--- src/rtl/wb_bus_arbiter.sv ---
// wb_bus_arbiter: two-master / one-slave Wishbone B3 classic arbiter.
// Round-robin grant is registered and held for the whole CYC burst.
// The request is muxed from the granted master and responses are routed
// back to that master only, both combinationally.
// Optional feature macro: WB_ARB_TIMEOUT_EN adds a slave stall timeout that
// answers a hung access with a one-clock err and drops the slave cycle.
//
// state | meaning
// IDLE  | no grant, slave request outputs all zero
// GNT0  | master 0 owns the slave until m0_cyc_i falls
// GNT1  | master 1 owns the slave until m1_cyc_i falls

module wb_bus_arbiter #(
    parameter int ADR_W          = 32,
    parameter int DAT_W          = 32,
    parameter int TIMEOUT_CYCLES = 255
) (
    input  logic               clock,
    input  logic               reset,

    input  logic               m0_cyc_i,
    input  logic               m0_stb_i,
    input  logic               m0_we_i,
    input  logic [DAT_W/8-1:0] m0_sel_i,
    input  logic [ADR_W-1:0]   m0_adr_i,
    input  logic [DAT_W-1:0]   m0_dat_i,
    output logic [DAT_W-1:0]   m0_dat_o,
    output logic               m0_ack_o,
    output logic               m0_err_o,
    output logic               m0_rty_o,

    input  logic               m1_cyc_i,
    input  logic               m1_stb_i,
    input  logic               m1_we_i,
    input  logic [DAT_W/8-1:0] m1_sel_i,
    input  logic [ADR_W-1:0]   m1_adr_i,
    input  logic [DAT_W-1:0]   m1_dat_i,
    output logic [DAT_W-1:0]   m1_dat_o,
    output logic               m1_ack_o,
    output logic               m1_err_o,
    output logic               m1_rty_o,

    output logic               s_cyc_o,
    output logic               s_stb_o,
    output logic               s_we_o,
    output logic [DAT_W/8-1:0] s_sel_o,
    output logic [ADR_W-1:0]   s_adr_o,
    output logic [DAT_W-1:0]   s_dat_o,
    input  logic [DAT_W-1:0]   s_dat_i,
    input  logic               s_ack_i,
    input  logic               s_err_i,
    input  logic               s_rty_i
);

    typedef enum logic [1:0] {
        IDLE = 2'd0,
        GNT0 = 2'd1,
        GNT1 = 2'd2
    } state_t;

    state_t state_q, state_d;
    logic   last_gnt_q, last_gnt_d;   // 0: master 0 was served last

    // A one-clock err pulse and the hold that keeps the slave cycle dropped
    // until the timed-out master releases CYC.
    logic   tmo_pulse;
    logic   tmo_hold;

    if (TIMEOUT_CYCLES < 1) begin : g_bad_timeout
        $error("wb_bus_arbiter: TIMEOUT_CYCLES must be at least 1");
    end

    // State and round-robin history register.
    always_ff @(posedge clock) begin
        if (!reset) begin
            state_q    <= IDLE;
            last_gnt_q <= 1'b1;
        end else begin
            state_q    <= state_d;
            last_gnt_q <= last_gnt_d;
        end
    end

    // Next-state: tie goes to the master not served last, grant held until CYC drops.
    always_comb begin
        state_d    = state_q;
        last_gnt_d = last_gnt_q;
        case (state_q)
            IDLE: begin
                if (m0_cyc_i && (!m1_cyc_i || last_gnt_q)) begin
                    state_d = GNT0;
                end else if (m1_cyc_i) begin
                    state_d = GNT1;
                end
            end
            GNT0: begin
                if (!m0_cyc_i) begin
                    state_d    = IDLE;
                    last_gnt_d = 1'b0;
                end
            end
            GNT1: begin
                if (!m1_cyc_i) begin
                    state_d    = IDLE;
                    last_gnt_d = 1'b1;
                end
            end
            default: state_d = IDLE;
        endcase
    end

`ifdef WB_ARB_TIMEOUT_EN
    localparam int TMO_W = $clog2(TIMEOUT_CYCLES) + 1;
    localparam logic [TMO_W-1:0] TMO_LOAD = TMO_W'(TIMEOUT_CYCLES - 1);

    logic [TMO_W-1:0] tmo_left;
    logic             granted;
    logic             leaving;
    logic             slave_resp;
    logic             stall;

    assign granted    = (state_q != IDLE);
    assign leaving    = granted && (state_d == IDLE);
    assign slave_resp = s_ack_i | s_err_i | s_rty_i;
    assign stall      = s_stb_o & ~slave_resp;

    // Stall timer: down-counts stalled strobes, fires when it hits zero on a stall.
    always_ff @(posedge clock) begin
        if (!reset) begin
            tmo_left  <= TMO_LOAD;
            tmo_pulse <= 1'b0;
            tmo_hold  <= 1'b0;
        end else if (!granted || leaving) begin
            tmo_left  <= TMO_LOAD;
            tmo_pulse <= 1'b0;
            tmo_hold  <= 1'b0;
        end else begin
            tmo_pulse <= 1'b0;
            if (stall && (tmo_left == '0)) begin
                tmo_pulse <= 1'b1;
                tmo_hold  <= 1'b1;
                tmo_left  <= TMO_LOAD;
            end else if (slave_resp) begin
                tmo_left  <= TMO_LOAD;
            end else if (stall) begin
                tmo_left  <= tmo_left - 1'b1;
            end
        end
    end
`else
    assign tmo_pulse = 1'b0;
    assign tmo_hold  = 1'b0;
`endif

    // Read data is broadcast; only ack/err/rty are steered.
    assign m0_dat_o = s_dat_i;
    assign m1_dat_o = s_dat_i;

    // Outputs: request mux from the registered grant, responses routed back to the owner.
    always_comb begin
        s_cyc_o  = 1'b0;
        s_stb_o  = 1'b0;
        s_we_o   = 1'b0;
        s_sel_o  = '0;
        s_adr_o  = '0;
        s_dat_o  = '0;
        m0_ack_o = 1'b0;
        m0_err_o = 1'b0;
        m0_rty_o = 1'b0;
        m1_ack_o = 1'b0;
        m1_err_o = 1'b0;
        m1_rty_o = 1'b0;
        case (state_q)
            GNT0: begin
                s_cyc_o  = m0_cyc_i & ~tmo_hold;
                s_stb_o  = m0_stb_i & ~tmo_hold;
                s_we_o   = m0_we_i;
                s_sel_o  = m0_sel_i;
                s_adr_o  = m0_adr_i;
                s_dat_o  = m0_dat_i;
                m0_ack_o = s_ack_i & ~tmo_hold;
                m0_err_o = (s_err_i & ~tmo_hold) | tmo_pulse;
                m0_rty_o = s_rty_i & ~tmo_hold;
            end
            GNT1: begin
                s_cyc_o  = m1_cyc_i & ~tmo_hold;
                s_stb_o  = m1_stb_i & ~tmo_hold;
                s_we_o   = m1_we_i;
                s_sel_o  = m1_sel_i;
                s_adr_o  = m1_adr_i;
                s_dat_o  = m1_dat_i;
                m1_ack_o = s_ack_i & ~tmo_hold;
                m1_err_o = (s_err_i & ~tmo_hold) | tmo_pulse;
                m1_rty_o = s_rty_i & ~tmo_hold;
            end
            default: ;
        endcase
    end

endmodule
--- config.mk ---
export PLATFORM = sky130hd
export DESIGN_NAME = wb_bus_arbiter
export DESIGN_NICKNAME = d
export VERILOG_FILES = /design/src/rtl/wb_bus_arbiter.sv
export SDC_FILE = /design/constraint.sdc
export NUM_CORES = 1
export LEC_CHECK = 0
export ABC_AREA = 1
export CORE_AREA = 5 5 120 122
export CTS_CLUSTER_DIAMETER = 150
export DETAILED_ROUTE_END_ITERATION = 8
export DIE_AREA = 0 0 125 127
export PLACE_DENSITY = 0.62
export SYNTH_ARGS = -nofsm -noshare
export SYNTH_HDL_FRONTEND = slang
export SYNTH_SLANG_ARGS = --single-unit
export TNS_END_PERCENT = 1
--- constraint.sdc ---
create_clock -name clock -period 1.7 [get_ports clock]
set_input_delay 0.34 -clock clock [delete_from_list [all_inputs] [get_ports clock]]
set_output_delay 0.34 -clock clock [all_outputs]
set_load 0.1 [all_outputs]
# --- After elaboration in Yosys (flattened, before gate mapping) ---
# Index checks and enable logic that the tools add are counted.
totals:
  reg_bits: 3
  in_bits: 179
  out_inout_bits: 141
  elab_cells: 34
classes:
  eq_ne: 5
  muxes: 20
  n_reduce_logical: 7
ops:
  columns: ["op", "n"]
  rows:
  - ["32-bit case mux with 2 select lines", 2]
  - ["1-bit two-way mux", 8]
  - ["2-bit two-way mux", 4]
  - ["1-bit case mux with 2 select lines", 4]
  - ["4-bit case mux with 2 select lines", 1]
  - ["2-bit case mux with 3 select lines", 1]
  - ["3-bit AND reduction", 2]
  - ["2-bit != test (second input constant)", 2]
  - ["3-bit != test (second input constant)", 1]
  - ["2-bit by 1-bit == test with 1-bit output (second input constant)", 1]
  - ["2-bit == test (second input constant)", 1]
  - ["2-bit zero test", 1]
  - ["2-bit nonzero test", 1]
  - ["1-bit logical AND", 1]
  - ["1-bit zero test", 1]
  - ["1-bit logical OR", 1]

# --- Depth between registers and ports, before layout ---
# Gate-level depths: netlist (run 1).
logic_depth:
  word_depth: 5
  depth_mapped: 9

# --- Least setup slack after synthesis (run 1) ---
# No wires, ideal clock.
synth_path:
  path_type: "register to output"
  from: "register state_q[1]"
  to: "output port s_adr_o[15]"
  arrival_ns: 2.398
  t_required_ns: 1.360
  slack_ns: -1.038
  path_stages_with_launch: 6
  path_cell_list: "dfxtp_1 -> inv_1 -> ha_1 -> inv_2 -> clkbuf_1 -> a21oi_1"
synth_via:
  elab_chain_len: 2
  elab_cells_between_ends: 3
  cone_classes: "eq/ne: 2; mux: 1"
synth_lines:
  columns: ["element", "line", "source"]
  rows:
  - ["start, declared", "61", "state_t state_q, state_d;"]
  - ["start signal, assigned", "79", "state_q <= state_d;"]
  - ["2-bit == test or 2-bit by 1-bit == test with 1-bit output (tied branches)", "173", "case (state_q)"]
  - ["32-bit case mux with 2 select lines *", "173", null]
  - ["end, declared", "47", "output logic [ADR_W-1:0] s_adr_o,"]
# Mark *: on every way between the ends. The rest lies on a longest branch, timed or not.

# --- Final worst setup path (run 1) ---
layout_path:
  from: "register state_q[1]"
  to: "output port s_dat_o[28]"
layout_via:
  elab_chain_len: 2
  elab_cells_between_ends: 3
  cone_classes: "eq/ne: 2; mux: 1"
layout_lines:
  columns: ["element", "line", "source"]
  rows:
  - ["2-bit == test or 2-bit by 1-bit == test with 1-bit output (tied branches)", "173", null]
  - ["32-bit case mux with 2 select lines *", "173", null]
  - ["end, declared", "48", "output logic [DAT_W-1:0] s_dat_o,"]
# Marked as above.

==> flow_summary.ini, run 1 <==
[global_route]
grt_pass1_vias = 3042
grt_max_degree = 33
track_usage = 0.137
grt_pass1_wl_mm = 17.5
grt-ovfl-total = 0
antenna_found_initial = 0

[clock_tree]
cts.htree.levels = 1
cts_root_buf = clkbuf_16
cts.sinks = 3
numCtsBuffers = 3
cts_tree = done
clk_latency_ps = 220
path_clk_slew_ps = 30
clock_path_buffers = 2

[die]
fp.dieW_um = 125
start_util = 0.136
dieArea_mm2 = 0.0159
pin_count = 320
coreArea_mm2 = 0.0131
rows = 42
dieHeight_um = 127

[placed_design]
gp_congestion = 0.800
io_buffers = 223
hpwl_mm = 8.57
dp_slack_ps = -89.5

[power_and_ir_drop]
swShare = 0.594
p_per_area_mw_per_mm2 = 1370
clock_power_share = 0.048
ir_drop_mv = 0.542
p_switching_w = 0.00465
p_seq_frac = 0.014
power_w = 0.00783
p_int_w = 0.00318
power_frac_comb = 0.938
cellLeakagePower_nw = 1.94

[timing]
final-max-slew-violation-count = 0
setup-violations-final = 73
slew_headroom = 0.857
timing.hold.ws_ps = 523
clock_skew_ps = 1.10
fin_tns_setup_ps = -14830
finalHoldViolations = 0
rsz0062_at_grt = yes
max_freq_mhz = 513
min_period_ps = 1950
layout_setup_ws_ps = -249
period_share = 1.15
tightestPinTransition_ps = 215

[synth]
ys_types = 14
syn_nets = 528
syn_avg_cell_area_um2 = 5.14
syn_area_mm2 = 0.00177
ys_seq_area_frac = 0.0339
yosysWarningCount = 0
synthCells = 345
ys_ff_latch = 3

[worst_setup_path]
cp_num_buf_inv = 4
path_cells = buf_6 -> ha_4 -> buf_6 -> buf_12 -> nand2_4 -> a21oi_4 -> buf_12
critPathMaxFanout = 8
critical_path.endpoint_type = output pin
cp-start-kind = flop
worst_ep_required_time_ps = 1360
slowest_stage = dfxtp_2
critPathTopFamily = buffers and inverters
criticalPathCategory = flop to output pin
crit_arrival_ps = 1610
cp_slowest_stage_delay_ps = 350

[drt]
drtAntennaViolNets = 0
firstDrtPassIters = 4
vias = 2874
avgViaCountPerCell = 4.15
wl_per_cell_um = 18.0
drtIter0Drc = 66
drc_errors = 0
drt_wl_total_mm = 12.5

[flow_run]
maxCapViolCount = 0

[finish]
drive_gt1_frac = 0.451
areaGrowthSynthToFinish_pct = 223
n_antenna_cell = 0
final_util = 0.438
fin_nets = 701

[status]
violations = setup timing
status = finished with violations

[worst_hold_path]
hold_class = flop to flop
## cell usage in the layout (no fill, tap or decap), drive strengths merged
cell	n
nand2	157
clkdlybuf4s50	146
buf	104
a21oi	71
inv	13
clkbuf	9
nor2	7
ha	4
dfxtp	3
o211ai	1
o21ai	1
nand3	1
## logic make-up (layout without fill, tap and decap cells)
group | count (synthesis) | count (layout) | share of synthesized area
AND/OR/NAND/NOR | 165 | 165 | 0.350
buffers and inverters | 100 | 272 | 0.381
AO/OA/AOI/OAI | 73 | 73 | 0.207
adder cells (fa/ha/maj) | 4 | 4 | 0.0282
flip-flops | 3 | 3 | 0.0339
## worst register-to-register path: cells and delay by family (launching register included)
kind | cells | cell delay [ps]
and+or+nand+nor | 5 | 420
buffers and inverters | 3 | 420
DFF | 1 | 310
adders and majority gates | 1 | 190
## metrics by stage
| step | std cells | instance area, um2 |
|---|---|---|
| floorplan | 345 | 2110 |
| global placement | 673 | 4910 |
| detailed placement | 673 | 4910 |
| CTS | 685 | 5420 |
| global route | 693 | 5730 |
| finish | 693 | 5730 |
## layer usage
metal	vias up	GRT usage	wire [um]
li1	1361	-	-
met1	1296	0.144	4300
met2	170	0.249	6480
met3	47	0.0530	1200
met4	0	0.0485	480
met5	-	0	0
## Yosys cell counts
| cell type | instances | area share |
|---|---|---|
| a21oi_1 | 71 | 0.20 |
| buf_2 | 9 | 0.025 |
| buf_4 | 65 | 0.28 |
| buf_6 | 6 | 0.038 |
| clkbuf_1 | 7 | 0.015 |
| dfxtp_1 | 3 | 0.034 |
| ha_1 | 4 | 0.028 |
| inv_1 | 12 | 0.025 |
| inv_2 | 1 | 0.0021 |
| nand2_1 | 157 | 0.33 |
| nand3_1 | 1 | 0.0028 |
| nor2_1 | 7 | 0.015 |
| o211ai_1 | 1 | 0.0042 |
| o21ai_0 | 1 | 0.0028 |
## flip-flops by register name (all words and copies together) (netlist names)
name,flops
last_gnt_q,1
state_q,2
## final cells by class
| type | instances | area [um2] |
|---|---|---|
| Fill cell | 1236 | 7350 |
| Sequential cell | 3 | 62.6 |
| Tap cell | 176 | 220 |
| Inverter | 13 | 58.8 |
| Timing Repair Buffer | 255 | 3550 |
| Multi-Input combinational cell | 242 | 1760 |
| Clock buffer | 4 | 78.8 |
## path summary, 6_finish.rpt
check | from | to | slack (ps) | cells past startpoint
max | state_q[1] | s_dat_o[28] | -250 | 7
min reg2reg | last_gnt_q | last_gnt_q | 520 | 2
min | last_gnt_q | last_gnt_q | 520 | 2
max reg2reg | state_q[0] | state_q[0] | 240 | 9
## power groups by stage
stage          Sequential (W)  Combinational [W]  Clock (W)
6_report             0.000107            0.00735   0.000377
5_1_grt              0.000108            0.00766   0.000388
4_1_cts              0.000102            0.00698   0.000381
3_5_place_dp        0.0000980            0.00614          0
3_3_place_gp        0.0000969            0.00608          0
2_1_floorplan       0.0000977            0.00448          0
## repair_timing
action,4_1_cts,5_1_grt
cloned,5,6
endpoints found under the setup margin,77,77
pin swaps,30,40
gates resized for setup,52,48
setup buffers,3,4
hold buffers,0,0
Power figures use the tool's default switching activity.
==> inputs of run 2 (changes only) <==
--- a/config.mk
+++ b/config.mk
@@ -10,7 +10,6 @@
 export CTS_CLUSTER_DIAMETER = 150
 export DETAILED_ROUTE_END_ITERATION = 8
 export DIE_AREA = 0 0 125 127
-export PLACE_DENSITY = 0.62
 export SYNTH_ARGS = -nofsm -noshare
 export SYNTH_HDL_FRONTEND = slang
 export SYNTH_SLANG_ARGS = --single-unit
==> run 2 against run 1 <==
The run still ends with setup timing left. First-iteration DRC count rose by 21%. Fmax up 1.0%. Largest cell class unchanged. Flip-flop and latch count is the same. Worst setup slack improved by 20 ps. Count of clock-buffer cells in the layout stayed put. Final area is 8.1% lower. Sequential power about the same. Combinational power fell by 9.5%. Sequential share of layout area up 0.096 points. Largest power group unchanged. Critical endpoint is now s_adr_o[15].
==> flow_summary.ini, run 2 (synthesis gave the netlist of run 1 again) <==
[worst_setup_path]
slowest_stage = dfxtp_2
cp-start-kind = flop
critPathTopFamily = buffers and inverters
critPathMaxFanout = 20
criticalPathCategory = flop to output pin
ff2ff_path_depth = 11
cp_num_cells = 7
crit_path_frequent_cell = buf_12
worst_ep_required_time_ps = 1360
cp_slowest_stage_delay_ps = 310
path_cells = inv_2 -> buf_6 -> ha_4 -> buf_12 -> nand2_1 -> a21oi_4 -> buf_12
cp_num_buf_inv = 4
critical_path.endpoint_type = output pin
crit_arrival_ps = 1590

[timing]
rsz0062_at_grt = yes
final-max-slew-violation-count = 0
layout_setup_ws_ps = -229
period_share = 1.13
tightestPinTransition_ps = 292
clock_skew_ps = 0.944
max_freq_mhz = 518
setup-violations-final = 77
slew_headroom = 0.805
min_period_ps = 1930
finalHoldViolations = 0

[global_route]
track_usage = 0.131
grt.met2_usage = 0.236
globalRouteMet1Util = 0.146
grt_pass1_vias = 3083
grt_busiest_layer = met2
grt_pass1_wl_mm = 17.0
grt_max_degree = 38
grt-ovfl-total = 0
grtUsageMet3 = 0.0447
antenna_found_initial = 0

[drt]
drtIter0Drc = 80
avgViaCountPerCell = 4.08
firstDrtPassIters = 4
vias = 2794
drtAntennaViolNets = 0
drt_wl_total_mm = 11.3
wl_per_cell_um = 16.6
drc_errors = 0

[die]
coreArea_mm2 = 0.0131
fp.dieW_um = 125
dieArea_mm2 = 0.0159
start_util = 0.136
pin_count = 320
rows = 42
dieHeight_um = 127

[clock_tree]
cts.sinks = 3
path_clk_slew_ps = 30
numCtsBuffers = 3
cts_root_buf = clkbuf_16
cts-hold-fix-buffers = 0
cts_tree = done
clk_latency_ps = 220
clock_path_buffers = 2
cts.htree.levels = 1

[placed_design]
place_inst = 673
io_buffers = 223
gp_congestion = 0.861
hpwl_mm = 8.65

[flow_run]
maxCapViolCount = 0

[status]
violations = setup timing
status = finished with violations

[finish]
mostFrequentLayoutCells = 146 x nand2_1, 146 x clkdlybuf4s50_1, 87 x buf_12, 57 x a21oi_2, 13 x a21oi_4
n_antenna_cell = 0
final_util = 0.403
instances_no_fill = 684
areaGrowthSynthToFinish_pct = 197
drive_gt1_frac = 0.388
fin_nets = 692
largest_reg_flops = 2
largest_register = state_q
largestRegisters = state_q x2, last_gnt_q x1

[worst_hold_path]
min_path_cells = 2
hold_class = flop to flop

[power_and_ir_drop]
p_per_area_mw_per_mm2 = 1350
cellLeakagePower_nw = 1.82
ir_drop_mv = 0.823
run 2: cell types whose count changed in the layout (fill, tap and decap cells not counted), sizes merged:
cell    delta
buf        -6
clkbuf     -3
run 2: final cells by class:
type | count | area [um2]
well taps | 176 | 220
multi-input cells | 242 | 1470
clock buffers | 4 | 78.8
fillers | 1273 | 7810
repair buffers | 246 | 3380
flip-flops and latches | 3 | 62.6
inverters | 13 | 56.3
run 2: repair_timing:
action                                  in CTS  in global routing
gates resized for setup                     21                 12
cloned                                       3                  2
pin swaps                                   31                 19
setup buffers                                3                  1
endpoints found under the setup margin      77                 77
hold endpoints to repair                     0                  0
run 2: worst reg2reg max path: stages (launching register included):
cell     delay, ps
dfxtp_2        320
inv_2           50
buf_6          120
ha_4           190
buf_12         170
nand2_2         70
nand2_1         50
inv_1          110
nand2_1        120
nand2_1         80
nand2_1         50
nor2_1          80
run 2: worst paths after layout:
| kind | from | to | slack (ps) |
|---|---|---|---|
| worst max-delay path | state_q[1] | s_adr_o[15] | -230 |
| worst min-delay path | last_gnt_q | last_gnt_q | 510 |
| worst max register to register | state_q[1] | state_q[0] | 240 |
| worst min register to register | last_gnt_q | last_gnt_q | 510 |
run 2: per-layer routing:
layer / share of wire / vias to the layer above
met5: 0 / -
met4: 0.021 / 0
met3: 0.086 / 27
met2: 0.51 / 142
met1: 0.38 / 1283
li1: - / 1342
run 2: stage by stage:
stage	TNS (ps)	setup slack (ps)	hold WS, ps	power, W	area (um2)
4_1_cts	-18400	-282	517	0.00708	5240
3_5_place_dp	-3290	-98.8	509	0.00630	4940
2_1_floorplan	-35950	-532	424	0.00458	2110
3_3_place_gp	-1230	-68.2	496	0.00623	4940
5_1_grt	-19020	-292	552	0.00743	5270
6_report	-14320	-229	515	0.00713	5270
run 2: power breakdown:
part / switching [W] / total (W) / leakage [nW] / internal (W)
Clock: 0.0000664 / 0.000376 / 0.0382 / 0.000310
Combinational: 0.00420 / 0.00665 / 1.76 / 0.00245
Sequential: 0.0000129 / 0.000104 / 0.0254 / 0.0000912
==> inputs of run 3 (changes only) <==
--- a/config.mk
+++ b/config.mk
@@ -6,7 +6,7 @@
 export NUM_CORES = 1
 export LEC_CHECK = 0
 export ABC_AREA = 1
-export CORE_AREA = 5 5 120 122
+export CORE_AREA = 2 2 123 125
 export CTS_CLUSTER_DIAMETER = 150
 export DETAILED_ROUTE_END_ITERATION = 8
 export DIE_AREA = 0 0 125 127
==> run 3 against run 2 <==
The flow still finishes with violations (setup timing). Largest power group unchanged. Flip-flop and latch count is the same. Critical path type unchanged. Non-clock buffer count up 1. Worst setup slack worse by 13 ps.
==> flow_summary.ini, run 3 (synthesis gave the netlist of run 1 again) <==
[status]
status = finished with violations
violations = setup timing

[clock_tree]
clock_path_buffers = 2
cts.htree.levels = 1
cts_tree = done
path_clk_slew_ps = 30
numCtsBuffers = 3
cts_root_buf = clkbuf_16
clk_latency_ps = 230
cts.sinks = 3
cts-hold-fix-buffers = 0

[power_and_ir_drop]
p_per_area_mw_per_mm2 = 1350
cellLeakagePower_nw = 1.88
power_w = 0.00744
ir_drop_mv = 0.509

[drt]
avgViaCountPerCell = 4.05
drt_wl_total_mm = 10.2
firstDrtPassIters = 4
drtAntennaViolNets = 0
drc_errors = 0
wl_per_cell_um = 14.7
drtIter0Drc = 79
vias = 2809

[placed_design]
hpwl_mm = 7.44
gp_congestion = 0.814
dp_slack_ps = -88.0
place_inst = 681
io_buffers = 223

[worst_setup_path]
criticalPathCategory = flop to output pin
path_cells = inv_4 -> ha_4 -> inv_8 -> buf_12 -> buf_12 -> a21oi_4 -> buf_12
critPathMaxFanout = 8
crit_path_frequent_cell = buf_12
cp-start-kind = flop
cp_slowest_stage_delay_ps = 350
slowest_stage = dfxtp_2
crit_arrival_ps = 1600
critical_path.endpoint_type = output pin
worst_ep_required_time_ps = 1360

[flow_run]
maxCapViolCount = 0

[global_route]
antenna_found_initial = 0
grt-ovfl-total = 0
grt_max_degree = 37
grt_pass1_wl_mm = 14.9
grt_pass1_vias = 2891
track_usage = 0.115

[timing]
period_share = 1.14
slew_headroom = 0.815
finalHoldViolations = 0
min_period_ps = 1940
rsz0062_at_grt = yes
clock_skew_ps = 3.96
tightestPinTransition_ps = 278
final-max-slew-violation-count = 0
setup-violations-final = 77
max_freq_mhz = 515
layout_setup_ws_ps = -242

[worst_hold_path]
hold_class = flop to flop

[finish]
multiInputGateArea_mm2 = 0.00169
fin_nets = 693
final_common_cell = clkdlybuf4s50_1
fillers = 1404
largestRegisters = state_q x2, last_gnt_q x1
instances_no_fill = 693
mostFrequentLayoutCells = 146 x clkdlybuf4s50_1, 133 x nand2_1, 85 x buf_12, 35 x a21oi_4, 35 x a21oi_2
drive_gt1_frac = 0.415
largest_reg_flops = 2
n_antenna_cell = 0
largest_register = state_q
register_area_um2 = 65.1
areaGrowthSynthToFinish_pct = 212

[die]
dieArea_mm2 = 0.0159
rows = 44
pin_count = 320
dieHeight_um = 127
start_util = 0.123
fp.dieW_um = 125
coreArea_mm2 = 0.0144
[run 3: changes by cell type in the layout (fill, tap and decap cells not counted), sizes merged]
cell | previous run | this run
buf | 98 | 99
[run 3: critical path, delay by kind of cell (launching register included)]
| kind | cells | cell delay, ps |
|---|---|---|
| buffers and inverters | 5 | 600 |
| AO/OA/AOI/OAI | 1 | 130 |
| flip-flops | 1 | 350 |
| adder cells (fa/ha/maj) | 1 | 290 |
[run 3: final cells by class]
type / count / area share
clock buffer: 4 / 0.0143
multi-input combinational: 242 / 0.306
inverter: 13 / 0.0111
tap: 184 / 0.0416
sequential: 3 / 0.0118
timing repair buffer: 247 / 0.615
[run 3: worst paths after layout]
path	start	end	slack [ps]	cells after the start
worst min register to register	last_gnt_q	last_gnt_q	530	2
worst min-delay path	last_gnt_q	last_gnt_q	530	2
worst max register to register	state_q[0]	state_q[1]	280	10
worst max-delay path	state_q[1]	s_adr_o[19]	-240	7
[run 3: routing by layer]
layer | routed length [um] | track usage
met3 | 1030 | 0.0431
met2 | 5200 | 0.211
met5 | 0 | 0
met1 | 3680 | 0.121
met4 | 274 | 0.0392
[run 3: metrics by stage]
step                hold WS [ps]  cell area, um2  setup TNS (ps)   util
floorplan                    424            2110          -35950      -
global placement             493            4930            -441  0.342
detailed placement           529            4930            -852  0.342
CTS                          536            5390          -15970  0.373
global route                 567            5530          -19180  0.383
finish                       534            5530          -15390  0.383
[run 3: where the power goes]
part | leakage [nW] | internal, W | switching (W)
clock network | 0.0382 | 0.000311 | 0.0000763
logic | 1.82 | 0.00257 | 0.00438
registers | 0.0257 | 0.0000934 | 0.0000198
[run 3: repair_timing]
action,CTS,global route
setup buffers,2,0
pin swaps,6,19
endpoints found under the setup margin,77,77
gates resized for setup,45,34
cloned,4,3
